`src/rtl/sr_ff_driver.sv`:
```
// sr_ff_driver: turns set/clear/toggle/hold commands into legal S/R pulses for an
// sr_ff, then watches the q/qbar feedback and reports done or a timeout error.
// Optional build macro SR_DRV_ILLEGAL_EN: op 11 drives s=r=1 for PULSE_W cycles
// and completes with an unconditional done instead of toggling.
module sr_ff_driver #(
    parameter int unsigned PULSE_W = 1,
    parameter int unsigned TIMEOUT = 4
) (
    input  logic       clk,
    input  logic       reset,
    input  logic       req_valid,
    output logic       req_ready,
    input  logic [1:0] req_op,
    output logic       s,
    output logic       r,
    input  logic       q,
    input  logic       qbar,
    output logic       done,
    output logic       err,
    output logic [7:0] err_cnt
);

    localparam int unsigned PCW = (PULSE_W > 1) ? $clog2(PULSE_W) : 1;
    localparam int unsigned TCW = (TIMEOUT > 1) ? $clog2(TIMEOUT) : 1;
    localparam logic [PCW-1:0] PCNT_LOAD = PCW'(PULSE_W - 1);
    localparam logic [TCW-1:0] TCNT_LOAD = TCW'(TIMEOUT - 1);

    typedef enum logic [1:0] {
        StIdle,
        StDrive,
        StCheck
    } state_e;

    state_e         state_q, state_d;
    logic [PCW-1:0] pcnt_q, pcnt_d;
    logic [TCW-1:0] tcnt_q, tcnt_d;
    logic           target_q, target_d;
    logic           illegal_q, illegal_d;
    logic           ready_q, ready_d;
    logic           s_q, s_d;
    logic           r_q, r_d;
    logic           done_q, done_d;
    logic           err_q, err_d;
    logic [7:0]     err_cnt_q, err_cnt_d;

    logic accept;
    logic match;
    logic illegal_op;
    logic tgt;

`ifdef SR_DRV_ILLEGAL_EN
    assign illegal_op = (req_op == 2'b11);
`else
    assign illegal_op = 1'b0;
`endif

    assign accept = req_valid & ready_q;
    assign match  = (q == target_q) && (qbar == ~target_q);

    // Target decode from the command and the q value seen at the accept edge.
    always_comb begin
        tgt = q;
        unique case (req_op)
            2'b01:   tgt = 1'b0;
            2'b10:   tgt = 1'b1;
            2'b11:   tgt = ~q;
            default: tgt = q;
        endcase
    end

    // Next-state and registered-output logic.
    always_comb begin
        state_d   = state_q;
        pcnt_d    = pcnt_q;
        tcnt_d    = tcnt_q;
        target_d  = target_q;
        illegal_d = illegal_q;
        ready_d   = ready_q;
        s_d       = s_q;
        r_d       = r_q;
        done_d    = 1'b0;
        err_d     = 1'b0;
        err_cnt_d = err_cnt_q;

        case (state_q)
            StIdle: begin
                ready_d = 1'b1;
                s_d     = 1'b0;
                r_d     = 1'b0;
                if (accept) begin
                    ready_d   = 1'b0;
                    target_d  = tgt;
                    illegal_d = illegal_op;
                    if (req_op == 2'b00) begin
                        // Hold: nothing to drive, just confirm the current state.
                        state_d = StCheck;
                        tcnt_d  = TCNT_LOAD;
                    end else begin
                        state_d = StDrive;
                        pcnt_d  = PCNT_LOAD;
                        if (illegal_op) begin
                            s_d = 1'b1;
                            r_d = 1'b1;
                        end else begin
                            s_d = tgt;
                            r_d = ~tgt;
                        end
                    end
                end
            end

            StDrive: begin
                ready_d = 1'b0;
                if (pcnt_q == '0) begin
                    s_d     = 1'b0;
                    r_d     = 1'b0;
                    tcnt_d  = TCNT_LOAD;
                    state_d = StCheck;
                end else begin
                    pcnt_d = pcnt_q - PCW'(1);
                end
            end

            StCheck: begin
                ready_d = 1'b0;
                s_d     = 1'b0;
                r_d     = 1'b0;
                if (illegal_q || match) begin
                    done_d  = 1'b1;
                    ready_d = 1'b1;
                    state_d = StIdle;
                end else if (tcnt_q == '0) begin
                    err_d     = 1'b1;
                    err_cnt_d = (err_cnt_q == 8'hFF) ? err_cnt_q : err_cnt_q + 8'd1;
                    ready_d   = 1'b1;
                    state_d   = StIdle;
                end else begin
                    tcnt_d = tcnt_q - TCW'(1);
                end
            end

            default: begin
                state_d = StIdle;
                s_d     = 1'b0;
                r_d     = 1'b0;
                ready_d = 1'b0;
            end
        endcase
    end

    // State and output registers; reset abandons any command in flight.
    always_ff @(posedge clk or negedge reset) begin
        if (!reset) begin
            state_q   <= StIdle;
            pcnt_q    <= '0;
            tcnt_q    <= '0;
            target_q  <= 1'b0;
            illegal_q <= 1'b0;
            ready_q   <= 1'b0;
            s_q       <= 1'b0;
            r_q       <= 1'b0;
            done_q    <= 1'b0;
            err_q     <= 1'b0;
            err_cnt_q <= 8'd0;
        end else begin
            state_q   <= state_d;
            pcnt_q    <= pcnt_d;
            tcnt_q    <= tcnt_d;
            target_q  <= target_d;
            illegal_q <= illegal_d;
            ready_q   <= ready_d;
            s_q       <= s_d;
            r_q       <= r_d;
            done_q    <= done_d;
            err_q     <= err_d;
            err_cnt_q <= err_cnt_d;
        end
    end

    assign req_ready = ready_q;
    assign s         = s_q;
    assign r         = r_q;
    assign done      = done_q;
    assign err       = err_q;
    assign err_cnt   = err_cnt_q;

endmodule

```
`config.mk`:
```
export PLATFORM = sky130hd
export DESIGN_NAME = sr_ff_driver
export DESIGN_NICKNAME = d
export VERILOG_FILES = /design/src/rtl/sr_ff_driver.sv
export SDC_FILE = /design/constraint.sdc
export NUM_CORES = 1
export LEC_CHECK = 0
export ABC_AREA = 1
export CAP_MARGIN = 30
export CORE_UTILIZATION = 50
export DETAILED_ROUTE_END_ITERATION = 10
export PLACE_DENSITY = 0.78
export SYNTH_ARGS = -nofsm -noshare
export SYNTH_HDL_FRONTEND = slang
export SYNTH_SLANG_ARGS = --single-unit
```
`constraint.sdc`:
```
create_clock -name clk -period 1.55 [get_ports clk]
set_clock_uncertainty 0.05 [all_clocks]
set_input_delay 0.31 -clock clk [delete_from_list [all_inputs] [get_ports clk]]
set_output_delay 0.31 -clock clk [all_outputs]
set_load 0.02 [all_outputs]
```
* Word level (Yosys, flattened, before mapping)
Index checks and enable logic that the tools add are counted.
** Storage, ports and cells
- Input bits :: 7
- Register bits :: 19
- Logic and storage cells :: 77
** Cells by class
- Add/sub/neg operators :: 3
- Reductions and logical operators :: 11
- Equal/unequal tests :: 15
- Bitwise gates (word level) :: 6
- Multiplexer cells :: 32
** Operator list (count)
- 2-bit 2-to-1 mux :: 10
- 1-bit 2-to-1 mux :: 15
- 2-bit != test, second input constant :: 6
- 2-bit one-hot mux with 3 select lines :: 2
- 8-bit by 1-bit adder with 8-bit output, second input constant :: 1
- 8-bit == test, second input constant :: 1
- 1-bit one-hot mux with 2 select lines :: 4
- 2-bit == test, second input constant :: 3
- 2-bit logical NOT :: 3
- 3-bit AND reduction :: 2
- 6-bit AND reduction :: 1
- 1-bit NOT :: 5
- 2-bit by 1-bit == test with 1-bit output, second input constant :: 2
- 4-bit AND reduction :: 1
- 3-bit != test, second input constant :: 1
- 1-bit one-hot mux with 3 select lines :: 1
- 3-bit nonzero test :: 1
- 1-bit == test :: 2
- 2-bit AND reduction :: 1
- 2-bit nonzero test :: 1
- 2-bit by 1-bit subtractor with 2-bit output, second input constant :: 1
- 1-bit AND :: 1
- 1-bit logical AND :: 1
- 1-bit subtractor, second input constant :: 1

* Longest topological paths before layout
Gate-level depths: netlist of run 1.
- Depth in word-level cells :: 6
- Mapped depth :: 8
- Depth with buffers taken out :: 8

* Worst setup path after synthesis of run 1
Ideal clock, no wire load.
- Path kind :: register -> register
- Start :: register err_cnt_q[0] (netlist: err_cnt[0])
- End :: register err_cnt_q[4] (netlist: err_cnt[4])
- Buffers on the path :: 0
- Cell stages (with the launch flop) :: 9
- Clock period less this slack :: 1.366 ns
- Setup slack :: 0.184 ns
- Data required time :: 1.383 ns
- Arrival :: 1.199 ns
- Cells stage by stage :: dfrtp_1 > ha_1 > nand2_2 > nor2_4 > nand2_4 > inv_2 > nor2_4 > nand2_1 > nand2_1
** Between the ends
- Word-level cells in the longest chain between the ends :: 3
- Elaborated cells on any way between the ends :: 4
** Ends and longest elaborated chain
- from (decl) :: line 44 : logic [7:0] err_cnt_q, err_cnt_d;
- from (signal assigned) :: line 176 : err_cnt_q <= err_cnt_d;
- branches (longest 3 deep; another with 8-bit by 1-bit adder with 8-bit output)
Several ways; the timed one is not identified.
A chain may end at the register's enable or synchronous reset.

* Worst setup path after layout of run 1
- Start :: register err_cnt_q[6] (netlist: err_cnt[6])
- End :: output err_cnt[6]
** RTL lines
- to (decl) :: line 20 : output logic [7:0] err_cnt
No word-level cell between the ends.

==> flow_metrics.env, run 1 <==
export IMPL_core_area_mm2=0.00180
export IMPL_final_setup_tns_ns=0
export IMPL_fin_area_mm2=0.00128
export IMPL_r2r_start="err_cnt[0]"
export IMPL_totalPowerFinal_mw=1.65
export IMPL_clockRootBuffer="clkbuf_4"
export IMPL_holdWs_ns=0.291
export IMPL_rsz0062_at_grt="false"
export IMPL_pwr_share_clk_pct=13.7
export IMPL_hold_violations=0
export IMPL_pwr_share_seq_pct=41.4
export IMPL_utilization_pct=71.0
export IMPL_crit_required_ns=1.19
export IMPL_grt_antenna_before_repair=0
export IMPL_num_io_pins=20
export IMPL_synth_area_top_cells="dfrtp_1 45%, nand2_1 19%, inv_1 6.7%, nand2_4 4.5%, nor2_1 3.4%"
export IMPL_path_delay_family="flip-flops"
export IMPL_regArea_um2=450
export IMPL_slowest_stage="dfrtp_1"
export IMPL_yosysTopAreaCell="dfrtp_1"
export IMPL_setup_ws_ns=0.104
export IMPL_grt_pass1_wl_mm=3.07
export IMPL_ir_worst_vdd_v=0.000871
export IMPL_yosys_warnings=0
export IMPL_p_per_area_mw_per_mm2=1290
export IMPL_cts_sinks=18
export IMPL_worstPathArrival_ns=1.09
export IMPL_total_leakage_power_nw=0.768
export IMPL_pre_cts_ws_ns=-0.0280
export IMPL_p_int_mw=0.970
export IMPL_clk_pin_slew_worst_paths_ns=0.10
export IMPL_worst_pin_slew_ns=0.286
export IMPL_worstRegToRegCells=8
export IMPL_drtAntennaViolNets=0
export IMPL_seq_area_frac_synth_pct=44.8
export IMPL_n_antenna_cell=0
export IMPL_relSlewSlack_pct=80.8
export IMPL_maxCapViolCount=0
export IMPL_worstSetupPathType="reg -> out"
export IMPL_stdcell_count=181
export IMPL_netlist_area_leader_share_pct=44.8
export IMPL_die_area_mm2=0.00220
export IMPL_yosysUniqueCellTypes=18
export IMPL_crit_path_start_kind="flip-flop"
export IMPL_reg2reg_setup_slack_ns=0.18
export IMPL_hold_class="in -> async"
export IMPL_fin_nets=167
export IMPL_drive_above_1_share_pct=14.1
export IMPL_htreeDepth=1
export IMPL_die_w_um=46.9
export IMPL_start_util_pct=55.8
export IMPL_run_status="complete, no violations"
export IMPL_synth_cell_area_mm2=0.00101
export IMPL_finalSetupViolCount=0
export IMPL_cts_path_max_buffers=2
export IMPL_r2r_end="err_cnt[7]"
export IMPL_setup_worst_path_end_class="output pin"
export IMPL_synth_edf_count=0
export IMPL_slew_viol_final=0
export IMPL_path_cells="dlygate4sd2_1"
export IMPL_grt_pass1_vias=773
export IMPL_syn_inst=128
export IMPL_fin_crit_sh_pct=93.3
export IMPL_async_flop_share_pct=100
export IMPL_port_buffers=19
export IMPL_met2_usage_pct=33.1
export IMPL_syn_avg_cell_area_um2=7.86
export IMPL_synth_top_cells_by_count="50 x nand2_1, 18 x dfrtp_1, 18 x inv_1"
export IMPL_clkLatencyLatePin_ns=0.28
export IMPL_routabilityCongestion=0.828
export IMPL_cts_buffers=3
export IMPL_cts_hold_buf=0
export IMPL_dp_hpwl_mm=1.49
export IMPL_fmax_mhz=692
export IMPL_multiInputGateArea_um2=480
export IMPL_yosysMostFrequentCell="nand2_1"
export IMPL_cts_tree="done"
export IMPL_dr_pass1_iters=4
export IMPL_dieHeight_um=46.9
export IMPL_dpl_cell_count=178
export IMPL_power_switching_mw=0.683
export IMPL_met1_usage_pct=24.8
export IMPL_synth_seq_cells=18
export IMPL_via_count=848
export IMPL_routed_wl_mm=1.90
export IMPL_critPathMaxFanout=6
export IMPL_grt_remaining_overflow=0
export IMPL_comb_power_share_pct=44.9
export IMPL_busiest_layer="met2"
export IMPL_grt_max_degree=19
export IMPL_swShare_pct=41.3
export IMPL_fillers=145
export IMPL_grt_total_usage_pct=20.0
export IMPL_area_growth_pct=27.1
export IMPL_met3_usage_pct=3.46
export IMPL_rows=15
export IMPL_drt_iter0_drc=12
export IMPL_vias_per_cell=4.69
export IMPL_max_stage_delay_ns=0.45
export IMPL_drc=0
export IMPL_avgRoutedWirePerCell_um=10.5
export IMPL_placed_area_mm2=0.00127
export IMPL_synthFlopType="dfrtp_1"
export IMPL_cp_num_buf_inv=1
export IMPL_syn_num_nets=137
export IMPL_period_minus_slack_ns=1.45
==> cells by family (layout without fill, tap and decap cells) <==
group                    Yosys count  after routing  synth area share (%)
AND/OR/NAND/NOR                   81             81                  40.7
buffers and inverters             20             48                  7.46
flip-flops                        18             18                  44.8
AO/OA/AOI/OAI                      4              4                  1.99
XOR/XNOR                           3              3                  2.61
adder cells (fa/ha/maj)            2              2                  2.49
==> final cells by class <==
type                            instances  share of cell area, %
Multi-Input combinational cell         90                   37.6
Sequential cell                        18                   35.2
Timing Repair Buffer                   25                   17.1
Inverter                               20                   5.87
Tap cell                               25                   2.45
Clock buffer                            3                   1.76
==> metal layers <==
| layer | vias up | part of all wire, % |
|---|---|---|
| met5 | - | 0 |
| met2 | 23 | 48 |
| met3 | 4 | 4.5 |
| li1 | 451 | - |
| met1 | 370 | 46 |
| met4 | 0 | 1.5 |
==> sequential cells by signal (all words and copies together) (netlist names) <==
register,count
state_q,2
err,1
r,1
req_ready,1
tcnt_q,2
err_cnt,8
s,1
done,1
target_q,1
==> repair_timing <==
item / in CTS / in global routing
endpoints found under the setup margin: 13 / 0
setup buffers: 0 / 0
gates resized for setup: 13 / 0
==> power by group through the flow <==
stage               Sequential [mW]  Combinational (mW)  Clock (mW)
floorplan                     0.775               0.430           0
global placement              0.690               0.772           0
detailed placement            0.698               0.798           0
CTS                           0.685               0.752       0.240
global route                  0.705               0.842       0.248
finish                        0.684               0.742       0.227
==> cells in the final DEF (no fill, tap or decap), drive strengths merged <==
cell type	count
inv	20
nand2	56
nand3	5
clkdlybuf4s50	6
clkbuf	3
o21ai	4
dfrtp	18
dlygate4sd2	13
nor2	13
nor3	2
buf	6
nand4	3
xor2	3
nand3b	2
ha	2
==> worst reg2reg max path, cell delays in order, from the launching register on <==
cell and delay (ns):
dfrtp_1 0.43, ha_1 0.25, nand2_2 0.11, nor2_4 0.05
nand2_4 0.10, inv_2 0.05, nor2_4 0.15, nand2_1 0.07
nand2_1 0.06
==> how the worst max path moves through the flow <==
stage	from	endpoint	slack (ns)	cells after the start
final	err_cnt[6]	err_cnt[6]	0.10	1
after global routing	err_cnt[6]	err_cnt[6]	0.05	1
after CTS	err_cnt[6]	err_cnt[6]	0.09	1
after detailed placement	q	err_cnt[7]	-0.03	9
after global placement	q	tcnt_q[1]	-0.002	8
after floorplan	err_cnt[0]	err_cnt[4]	0.18	8
(Power assumes the default switching activity.)
==> run 2: changes to the inputs <==
==> constraint.sdc (replaced) <==
create_clock -name clk -period 1.59 [get_ports clk]
set_clock_uncertainty 0.05 [all_clocks]
set_input_delay 0.318 -clock clk [delete_from_list [all_inputs] [get_ports clk]]
set_output_delay 0.318 -clock clk [all_outputs]
set_load 0.02 [all_outputs]
==> run 2 against run 1 <==
- setup slack better by 0.043 ns
- clock-buffer cell count unchanged
- via count is 1.2% higher
- non-clock buffer count down 3
- worst hold slack worse by 0.0034 ns
- critical path depth is the same
- cell count down 1.7%
- utilization fell by 1.2 points
- combinational power down 7.5%
- first-iteration DRC count is 8.3% lower
- register-to-register slack improved by 0.05 ns
- die area is the same
- critical path type unchanged
- critical endpoint is now err_cnt[2]
- largest power group unchanged
- highest routed layer unchanged
==> flow_metrics.env, run 2 (synthesized netlist as in run 1, its figures left out) <==
export IMPL_avgRoutedWirePerCell_um=10.3
export IMPL_utilization_pct=69.7
export IMPL_final_cell_mix="50 x nand2_1, 18 x inv_1, 18 x dfrtp_1, 13 x dlygate4sd2_1, 9 x nor2_1"
export IMPL_grt_pass1_vias=772
export IMPL_via_count=858
export IMPL_drive_above_1_share_pct=12.4
export IMPL_fin_nets=164
export IMPL_stdcell_count=178
export IMPL_grt_max_degree=19
export IMPL_postCtsSetupBuffers=0
export IMPL_hold_class="in -> async"
export IMPL_vias_per_cell=4.82
export IMPL_drc=0
export IMPL_n_antenna_cell=0
export IMPL_crit_required_ns=1.22
export IMPL_dr_pass1_iters=4
export IMPL_htreeDepth=1
export IMPL_die_area_mm2=0.00220
export IMPL_cts_buffers=3
export IMPL_clkLatencyLatePin_ns=0.29
export IMPL_num_io_pins=20
export IMPL_total_leakage_power_nw=0.753
export IMPL_dieHeight_um=46.9
export IMPL_p_int_mw=0.921
export IMPL_grt_pass1_wl_mm=3.03
export IMPL_period_minus_slack_ns=1.44
export IMPL_max_stage_delay_ns=0.43
export IMPL_power_switching_mw=0.660
export IMPL_r2r_start="err_cnt[0]"
export IMPL_pwr_share_seq_pct=42.6
export IMPL_port_buffers=19
export IMPL_crit_path_start_kind="flip-flop"
export IMPL_hold_violations=0
export IMPL_worst_pin_slew_ns=0.296
export IMPL_clk_pin_slew_worst_paths_ns=0.10
export IMPL_slowest_stage="dfrtp_1"
export IMPL_clockRootBuffer="clkbuf_4"
export IMPL_critPathMaxFanout=5
export IMPL_dpl_cell_count=175
export IMPL_fmax_mhz=693
export IMPL_routed_wl_mm=1.83
export IMPL_fin_crit_sh_pct=90.8
export IMPL_grt_antenna_before_repair=0
export IMPL_relSlewSlack_pct=80.1
export IMPL_area_growth_pct=24.9
export IMPL_cp_num_buf_inv=1
export IMPL_dp_hpwl_mm=1.48
export IMPL_cts_path_max_buffers=2
export IMPL_p_per_area_mw_per_mm2=1260
export IMPL_core_area_mm2=0.00180
export IMPL_worstRegToRegCells=8
export IMPL_pwr_share_clk_pct=13.9
export IMPL_reg2reg_setup_slack_ns=0.23
export IMPL_run_status="complete, no violations"
export IMPL_rsz0062_at_grt="false"
export IMPL_largest_register_ff_count=8
export IMPL_swShare_pct=41.7
export IMPL_final_common_cell="nand2_1"
export IMPL_cts_sinks=18
export IMPL_path_depth=1
export IMPL_drtAntennaViolNets=0
export IMPL_worstPathArrival_ns=1.08
export IMPL_rows=15
export IMPL_maxCapViolCount=0
export IMPL_comb_power_share_pct=43.4
export IMPL_finalSetupViolCount=0
export IMPL_final_setup_tns_ns=0
export IMPL_setup_worst_path_end_class="output pin"
export IMPL_start_util_pct=55.8
export IMPL_slew_viol_final=0
export IMPL_grt_total_usage_pct=20.3
export IMPL_drt_iter0_drc=11
export IMPL_r2r_end="err_cnt[6]"
export IMPL_cts_tree="done"
export IMPL_worstSetupPathType="reg -> out"
export IMPL_path_delay_family="flip-flops"
export IMPL_ir_worst_vdd_v=0.000839
export IMPL_path_cells="dlygate4sd2_1"
export IMPL_routabilityCongestion=0.813
export IMPL_grt_remaining_overflow=0
export IMPL_die_w_um=46.9
-- run 2: changes by cell type in the layout (fill, tap and decap cells not counted) --
| cell | delta |
|---|---|
| buf_4 | -3 |
-- run 2: metal layers --
metal / global-route usage (%) / part of all wire (%) / vias up
met5: 0 / 0 / -
met4: 13.7 / 2.8 / 0
met3: 3.46 / 3.6 / 6
met2: 30.6 / 47 / 16
met1: 26.8 / 46 / 391
li1: - / - / 445
-- run 2: metrics by stage --
stage | total power [mW] | setup WS, ns | hold slack, ns | cell area [µm²]
after floorplan | 1.17 | 0.224 | -0.0276 | 1010
after global placement | 1.40 | 0.0269 | 0.451 | 1250
after detailed placement | 1.43 | -0.0124 | 0.454 | 1250
after CTS | 1.60 | 0.122 | 0.287 | 1260
after global routing | 1.72 | 0.0862 | 0.310 | 1260
final | 1.58 | 0.146 | 0.288 | 1260
-- run 2: worst max-delay path by stage --
| stage | slack [ns] | start | to |
|---|---|---|---|
| final | 0.15 | err_cnt[2] | err_cnt[2] |
| after floorplan | 0.22 | err_cnt[0] | err_cnt[4] |
| after global routing | 0.09 | err_cnt[2] | err_cnt[2] |
| after global placement | 0.03 | q | tcnt_q[1] |
| after CTS | 0.12 | err_cnt[2] | err_cnt[2] |
| after detailed placement | -0.01 | q | tcnt_q[0] |
-- run 2: timing repair --
action	CTS	global route
resized for setup	13	0
hold buffers	0	0
setup endpoints to repair	13	0
-- run 2: area by class of cell --
cell class | instances | area (µm²)
Inverter | 20 | 75.1
Timing Repair Buffer | 22 | 196
Tap cell | 25 | 31.3
Clock buffer | 3 | 22.5
Fill cell | 169 | 546
Multi-Input combinational cell | 90 | 480
Sequential cell | 18 | 450
-- run 2: power groups by stage --
stage          clock network (mW)  registers (mW)  logic, mW
2_1_floorplan                   0           0.755      0.419
3_3_place_gp                    0           0.681      0.715
3_5_place_dp                    0           0.686      0.742
4_1_cts                     0.231           0.673      0.698
5_1_grt                     0.241           0.695      0.781
6_report                    0.220           0.674      0.686
